==> src/rtl/pin_mux_host.sv <==
// Host-side sequencer for a pin-muxed chip: drives ui/uio pins,
// waits a settle window, then samples uo into a valid/ready response.
module pin_mux_host #(
    parameter int unsigned SETTLE_CYCLES = 2
) (
    input  logic       clk,
    input  logic       rst,
    input  logic       req_valid,
    output logic       req_ready,
    input  logic [1:0] req_sel,
    input  logic [5:0] req_a,
    input  logic [5:0] req_b,
    input  logic       req_cin,
    output logic       rsp_valid,
    input  logic       rsp_ready,
    output logic [7:0] rsp_data,
    output logic       rsp_err,
    output logic [1:0] rsp_sel,
    output logic [7:0] pin_ui,
    output logic [7:0] pin_uio,
    input  logic [7:0] pin_uo,
    output logic       busy,
    output logic [7:0] txn_count
);

    typedef enum logic [1:0] {
        IDLE,
        SETTLE,
        RESP
    } state_t;

    localparam logic [3:0] SETTLE_LD = 4'(SETTLE_CYCLES);

    state_t     state;
    logic [3:0] cnt;

    assign req_ready = (state == IDLE);
    assign rsp_valid = (state == RESP);
    assign busy      = (state != IDLE);

    always_ff @(posedge clk) begin
        if (rst) begin
            state     <= IDLE;
            cnt       <= 4'd0;
            pin_ui    <= 8'd0;
            pin_uio   <= 8'd0;
            rsp_data  <= 8'd0;
            rsp_err   <= 1'b0;
            rsp_sel   <= 2'd0;
            txn_count <= 8'd0;
        end else begin
            unique case (state)
                IDLE: begin
                    if (req_valid) begin
                        if (!req_sel[1]) begin
                            pin_ui  <= {req_sel, req_a};
                            pin_uio <= {req_cin, 1'b0, req_b};
                            cnt     <= SETTLE_LD;
                            state   <= SETTLE;
                        end else begin
                            // reserved channel: pins untouched so chip state survives
                            rsp_data <= 8'd0;
                            rsp_err  <= 1'b1;
                            rsp_sel  <= req_sel;
                            state    <= RESP;
                        end
                    end
                end
                SETTLE: begin
                    if (cnt == 4'd1) begin
                        rsp_data <= pin_uo;
                        rsp_err  <= 1'b0;
                        rsp_sel  <= pin_ui[7:6];
                        cnt      <= 4'd0;
                        state    <= RESP;
                    end else begin
                        cnt <= cnt - 4'd1;
                    end
                end
                RESP: begin
                    if (rsp_ready) begin
                        state <= IDLE;
                        if (!rsp_err) begin
                            txn_count <= txn_count + 8'd1;
                        end
                    end
                end
                default: state <= IDLE;
            endcase
        end
    end

endmodule
==> config.mk <==
export PLATFORM = sky130hd
export DESIGN_NAME = pin_mux_host
export DESIGN_NICKNAME = d
export VERILOG_FILES = /design/src/rtl/pin_mux_host.sv
export SDC_FILE = /design/constraint.sdc
export NUM_CORES = 1
export LEC_CHECK = 0
export ABC_CLOCK_PERIOD_IN_PS = 1600
export CAP_MARGIN = 25
export CORE_MARGIN = 4
export CORE_UTILIZATION = 39
export CTS_BUF_LIST = sky130_fd_sc_hd__clkbuf_8
export DETAILED_ROUTE_END_ITERATION = 7
export PLACE_DENSITY = 0.77
export SLEW_MARGIN = 5
export SYNTH_ARGS = -nofsm -noshare
export SYNTH_HDL_FRONTEND = slang
export SYNTH_SLANG_ARGS = --single-unit
==> constraint.sdc <==
create_clock -name clk -period 1.6 [get_ports clk]
set_input_delay 0.24 -clock clk [delete_from_list [all_inputs] [get_ports clk]]
set_output_delay 0.24 -clock clk [all_outputs]
set_load 0.03 [all_outputs]
==> results.yml, run 1 <==
final_layout:
  n_antenna_cell: 0
  multi_input_area_um2: 732
  seq_area_um2: 764
  drive_above_1_share_pct: 17.7
  nNetsFinal: 278
  num-fill-cells: 349
  post-route-util_pct: 65.6
  syn_to_final_growth_pct: 59.5
setup_path:
  required_ns: 1.81
  rr_startpoint: "cnt[1]"
  cp_max_fo: 3
  end_kind: "flip-flop"
  path_class: "reg2reg"
  cp.arrival_ns: 1.89
  cp-start-kind: "flip-flop"
  startpoint: "cnt[1]"
power:
  comb_power_share_pct: 22.9
  power_switching_mw: 0.641
  finalPower_mw: 2.22
  p_per_area_nw_per_um2: 906
  p_int_mw: 1.58
  seqPwrFrac_pct: 46.3
  p_leak_nw: 1.04
  sw_frac_of_total_pct: 28.8
  clkPwrFrac_pct: 30.9
  peakVddDrop_uv: 658
routing:
  wl_met1_um: 1650
  via_per_inst: 4.78
  drtIter0Drc: 51
  wirelength_um: 3860
  drc: 0
  ant_nets: 0
  wl_met2_um: 1900
  routed.top_layer: "met4"
  met3WireLength_um: 267
  wl_per_cell_um: 13.0
  drt_first_pass_iters: 4
  vias: 1419
min_path:
  min-delay-start: "pin_ui[3]"
  hp-class: "reg2reg"
floorplan:
  ioPinCount: 65
  core_area_um2: 3740
  die-width_um: 70.8
  row_count: 22
  die_area_um2: 5010
  start_util_pct: 41.1
  die_h_um: 70.8
synth:
  ys_seq_area_share_pct: 49.4
  synth_area_leader_cell: "dfxtp_1"
  yosys_warnings: 0
  synth_edf_count: 0
  synth_top_area_share_pct: 49.4
  synth-seq-cells: 38
  netlist-cell-type-count: 32
  async_flop_share_pct: 0
  syn_area_um2: 1540
  synth_area_leaders: "dfxtp_1 49%, nand2_1 7.3%, a21oi_1 5.5%"
  synth_cells: 170
  synth-main-ff-cell: "dfxtp_1"
  avgSynthCellArea_um2: 9.05
run_status:
  violations: "setup timing"
  status: "finished, violations left"
sta:
  max_freq_ghz: 0.595
  finalHoldViolations: 0
  setup_tns_ns: -0.621
  slew_viol_final: 0
  min_period_over_period_pct: 105
  setup_ws_ns: -0.0794
  setup_viol: 10
  fin_crit_ns: 1.68
  rsz0062_at_grt: "yes"
  fin_skew_ns: 0.00557
grt:
  grt_antenna_before_repair: 0
  grt_util_all_layers_pct: 15.2
  grt_max_degree: 22
  overflow: 0
  grt_pass1_vias: 1371
  grt_pass1_wl_um: 6050
clock_network:
  clkTransAtPathRegs_ns: 0.07
  htreeDepth: 2
  clock_sinks: 38
  clkLatencyLatePin_ns: 0.29
  cts_tree: "yes"
  holdBufCountCts: 0
  cts_buffers: 5
  cts_buffer_depth: 2
  clock-root-buffer: "clkbuf_8"
run:
  cap_violations: 0
placement:
  finalWeightedCongestion: 0.737
  port_buffers: 62
  dp_hpwl_um: 2770
registers in the layout, summed over array words and instances (netlist names):
| signal | flops |
|---|---|
| rsp_data | 8 |
| txn_count | 8 |
| state | 2 |
| cnt | 4 |
| rsp_sel | 2 |
| pin_ui | 7 |
| pin_uio | 7 |
path summary, 6_finish.rpt:
check	to	slack, ns	cells after the start
worst max register to register	rsp_sel[0]	-0.08	7
worst max-delay path	rsp_sel[0]	-0.08	7
worst min-delay path	pin_ui[3]	0.45	2
worst min register to register	pin_ui[3]	0.45	2
synth_stat cells, drive strengths merged (3+ instances only):
master,number
a211oi,6
nor2,16
or3,3
nand2,30
ha,3
a21oi,17
buf,9
a22o,8
nor2b,3
clkbuf,4
xor2,6
inv,4
nand3,4
dfxtp,38
critical path: stages, from the launching register on:
cell,delay (ns)
dfxtp_2,0.33
inv_2,0.07
ha_4,0.12
or3b_4,0.39
a211oi_4,0.32
buf_6,0.16
nor2_4,0.03
a211oi_2,0.18
power groups by stage:
stage	clock network, mW	registers, mW	logic (mW)
floorplan	0	1.09	0.210
global placement	0	1.04	0.479
detailed placement	0	1.04	0.486
CTS	0.713	1.02	0.484
global route	0.748	1.03	0.548
finish	0.686	1.03	0.508
cell families after synthesis:
family	count (synthesis)	synth area share, %
compound gates	33	14.8
xor+xnor	7	3.98
fa+ha+maj	3	2.44
buf+inv	17	5.37
flops	38	49.4
mux	2	1.30
other cells	1	0.244
simple gates	69	22.4
placed cells by master (no fill, tap or decap), types with 4 or more instances in the layout:
cell type	synthesis	layout
nand2_1	30	30
nor2_1	15	13
clkdlybuf4s50_1	0	47
buf_4	3	21
a22o_1	8	8
a21oi_1	17	17
dlymetal6s2s_1	0	4
xor2_1	6	6
nand3_1	4	4
dfxtp_1	38	35
clkbuf_8	0	6
dlygate4sd2_1	0	9
metal layers:
metal | vias up | GRT usage, %
met5 | - | 0
met4 | 0 | 7.52
met3 | 5 | 4.97
met2 | 40 | 26.1
met1 | 654 | 16.8
li1 | 720 | -
repair_timing:
item                                    4_1_cts  5_1_grt
resized for setup                            13       11
endpoints found under the setup margin       19       20
setup buffers                                 1        2
hold endpoints to repair                      0        0
pin swaps                                     3        4
per-stage QoR:
step / hold slack (ns) / setup slack, ns / instance area, µm² / cells
global route: 0.486 / -0.152 / 2450 / 297
global placement: 0.441 / -0.0584 / 2300 / 286
CTS: 0.460 / -0.0816 / 2400 / 295
finish: 0.455 / -0.0794 / 2450 / 297
detailed placement: 0.450 / -0.0940 / 2300 / 286
floorplan: 0.366 / -0.0186 / 1540 / 171
cell type report:
class,instances,share of cell area (%)
Tap cell,48,2.45
Clock inverter,2,0.510
Inverter,4,0.612
Timing Repair Buffer,83,32.1
Sequential cell,38,31.1
Clock buffer,6,3.36
Multi-Input combinational cell,116,29.8
Note: power is estimated with default switching activity, not from simulation.
==> inputs of run 2 (changes only) <==
CAP_MARGIN = 10   (was 25)
PLACE_DENSITY = 0.88   (was 0.77)
==> results.yml, run 2 (same netlist as run 1, synthesis figures left out) <==
sta:
  rsz0062_at_grt: "yes"
  finalHoldViolations: 0
  max_freq_ghz: 0.630
  setup_viol: 0
  fin_skew_ns: 0.00397
  hold_slack_ns: 0.458
  slew_viol_final: 0
  min_period_over_period_pct: 99.3
  fin_crit_ns: 1.59
min_path:
  min-delay-start: "pin_ui[2]"
  hold_path_depth: 2
  hp-class: "reg2reg"
  hold_path_end: "pin_ui[2]"
final_layout:
  reg.largest.list: "rsp_data: 8 flops, txn_count: 8 flops"
  nNetsFinal: 275
  layout_common_cells: "43 x clkdlybuf4s50_1, 35 x dfxtp_1, 30 x nand2_1"
  drive_above_1_share_pct: 16.3
  instances_no_fill: 294
  syn_to_final_growth_pct: 58.2
  n_antenna_cell: 0
  final_common_cell: "clkdlybuf4s50_1"
floorplan:
  start_util_pct: 41.1
  die-width_um: 70.8
  ioPinCount: 65
  core_area_um2: 3740
  die_h_um: 70.8
  row_count: 22
  die_area_um2: 5010
placement:
  dp_hpwl_um: 2830
  finalWeightedCongestion: 0.812
  placed_cells: 285
  port_buffers: 62
setup_path:
  ff2ff_setup_slack_ns: 0.01
  end_kind: "flip-flop"
  worst-path-buf-inv: 2
  worst_r2r_path_depth: 7
  cp_max_fo: 4
  crit_chain: "inv_2 -> ha_4 -> or3b_4 -> a211oi_4 -> buf_4 -> nor2_1 -> a211oi_1"
  rr_startpoint: "cnt[1]"
  cpLargestDelayFamily: "simple AND/OR/NAND/NOR gates"
  critPathMaxStageDelay_ns: 0.38
  timing.rr.end: "rsp_sel[0]"
  cp.arrival_ns: 1.80
  path_class: "reg2reg"
  required_ns: 1.81
  cp-start-kind: "flip-flop"
  cp_slowest_cell: "or3b_4"
grt:
  grt_antenna_before_repair: 0
  grt_pass1_wl_um: 6180
  grt_pass1_vias: 1410
  grt_max_degree: 23
  overflow: 0
  grt_util_all_layers_pct: 15.4
clock_network:
  clkLatencyLatePin_ns: 0.29
  cts_tree: "yes"
  clock-root-buffer: "clkbuf_8"
  cts_buffers: 5
  clock_sinks: 38
  cts_buffer_depth: 2
  htreeDepth: 2
  clkTransAtPathRegs_ns: 0.07
power:
  peakVddDrop_uv: 659
  p_leak_nw: 1.09
  finalPower_mw: 2.19
  p_per_area_nw_per_um2: 898
run:
  cap_violations: 0
routing:
  vias: 1401
  ant_nets: 0
  drt_first_pass_iters: 4
  wl_per_cell_um: 12.8
  drc: 0
  drtIter0Drc: 69
  wirelength_um: 3770
  via_per_inst: 4.77
run_status:
  status: "completed"
run 2: cell count changes in the layout (fill, tap and decap cells not counted), moves of 2 or more:
cell	previous run	this run
buf_4	21	18
nor2_1	13	15
dlymetal6s2s_1	4	8
clkdlybuf4s50_1	47	43
run 2: worst max path at each step:
stage | startpoint | cells after the start | slack, ns | to
finish | cnt[1] | 7 | 0.01 | rsp_sel[0]
detailed placement | cnt[1] | 7 | -0.09 | rsp_sel[1]
global placement | req_sel[1] | 6 | -0.01 | cnt[1]
CTS | cnt[1] | 7 | -0.06 | rsp_sel[1]
floorplan | cnt[1] | 6 | -0.02 | rsp_data[0]
global route | cnt[1] | 6 | -0.05 | rsp_data[7]
run 2: cell type report:
type                            instances  area [µm²]
Inverter                                4        15.0
Clock inverter                          2        12.5
Multi-Input combinational cell        116         723
Sequential cell                        38         764
Timing Repair Buffer                   80         777
Tap cell                               48        60.1
Clock buffer                            6        82.6
Fill cell                             326        1310
run 2: what timing repair did:
item | in CTS | in global routing
setup endpoints to repair | 20 | 22
gates resized for setup | 13 | 14
hold endpoints to repair | 0 | 0
hold buffers | 0 | 0
buffers inserted | 1 | 0
gates cloned | 0 | 0
pin swaps | 4 | 6
run 2: through the flow:
| stage | area, µm² | setup slack, ns | TNS (ns) | utilization (%) |
|---|---|---|---|---|
| finish | 2430 | 0.0119 | 0 | 65.0 |
| CTS | 2400 | -0.0564 | -0.205 | 64.0 |
| global placement | 2290 | -0.0149 | -0.0149 | 61.2 |
| global route | 2430 | -0.0458 | -0.370 | 65.0 |
| floorplan | 1540 | -0.0186 | -0.149 | - |
| detailed placement | 2290 | -0.0878 | -0.473 | 61.2 |
run 2: worst reg2reg max path, stage by stage, from the launching register on:
cell      delay [ns]
dfxtp_2         0.33
inv_2           0.07
ha_4            0.11
or3b_4          0.38
a211oi_4        0.26
buf_4           0.17
nor2_1          0.04
a211oi_1        0.15
run 2: power breakdown:
group          leakage (nW)  switching [mW]  internal [mW]  total [mW]
Combinational         0.736           0.254          0.231       0.485
Clock                0.0472           0.330          0.346       0.676
Sequential            0.310          0.0346          0.991        1.03
run 2: routing by layer:
layer	wire length (µm)	global-route usage, %	vias up
met2	1840	25.3	43
met4	76	6.05	0
met3	239	5.68	8
met1	1610	18.2	632
met5	0	0	-
li1	-	-	718
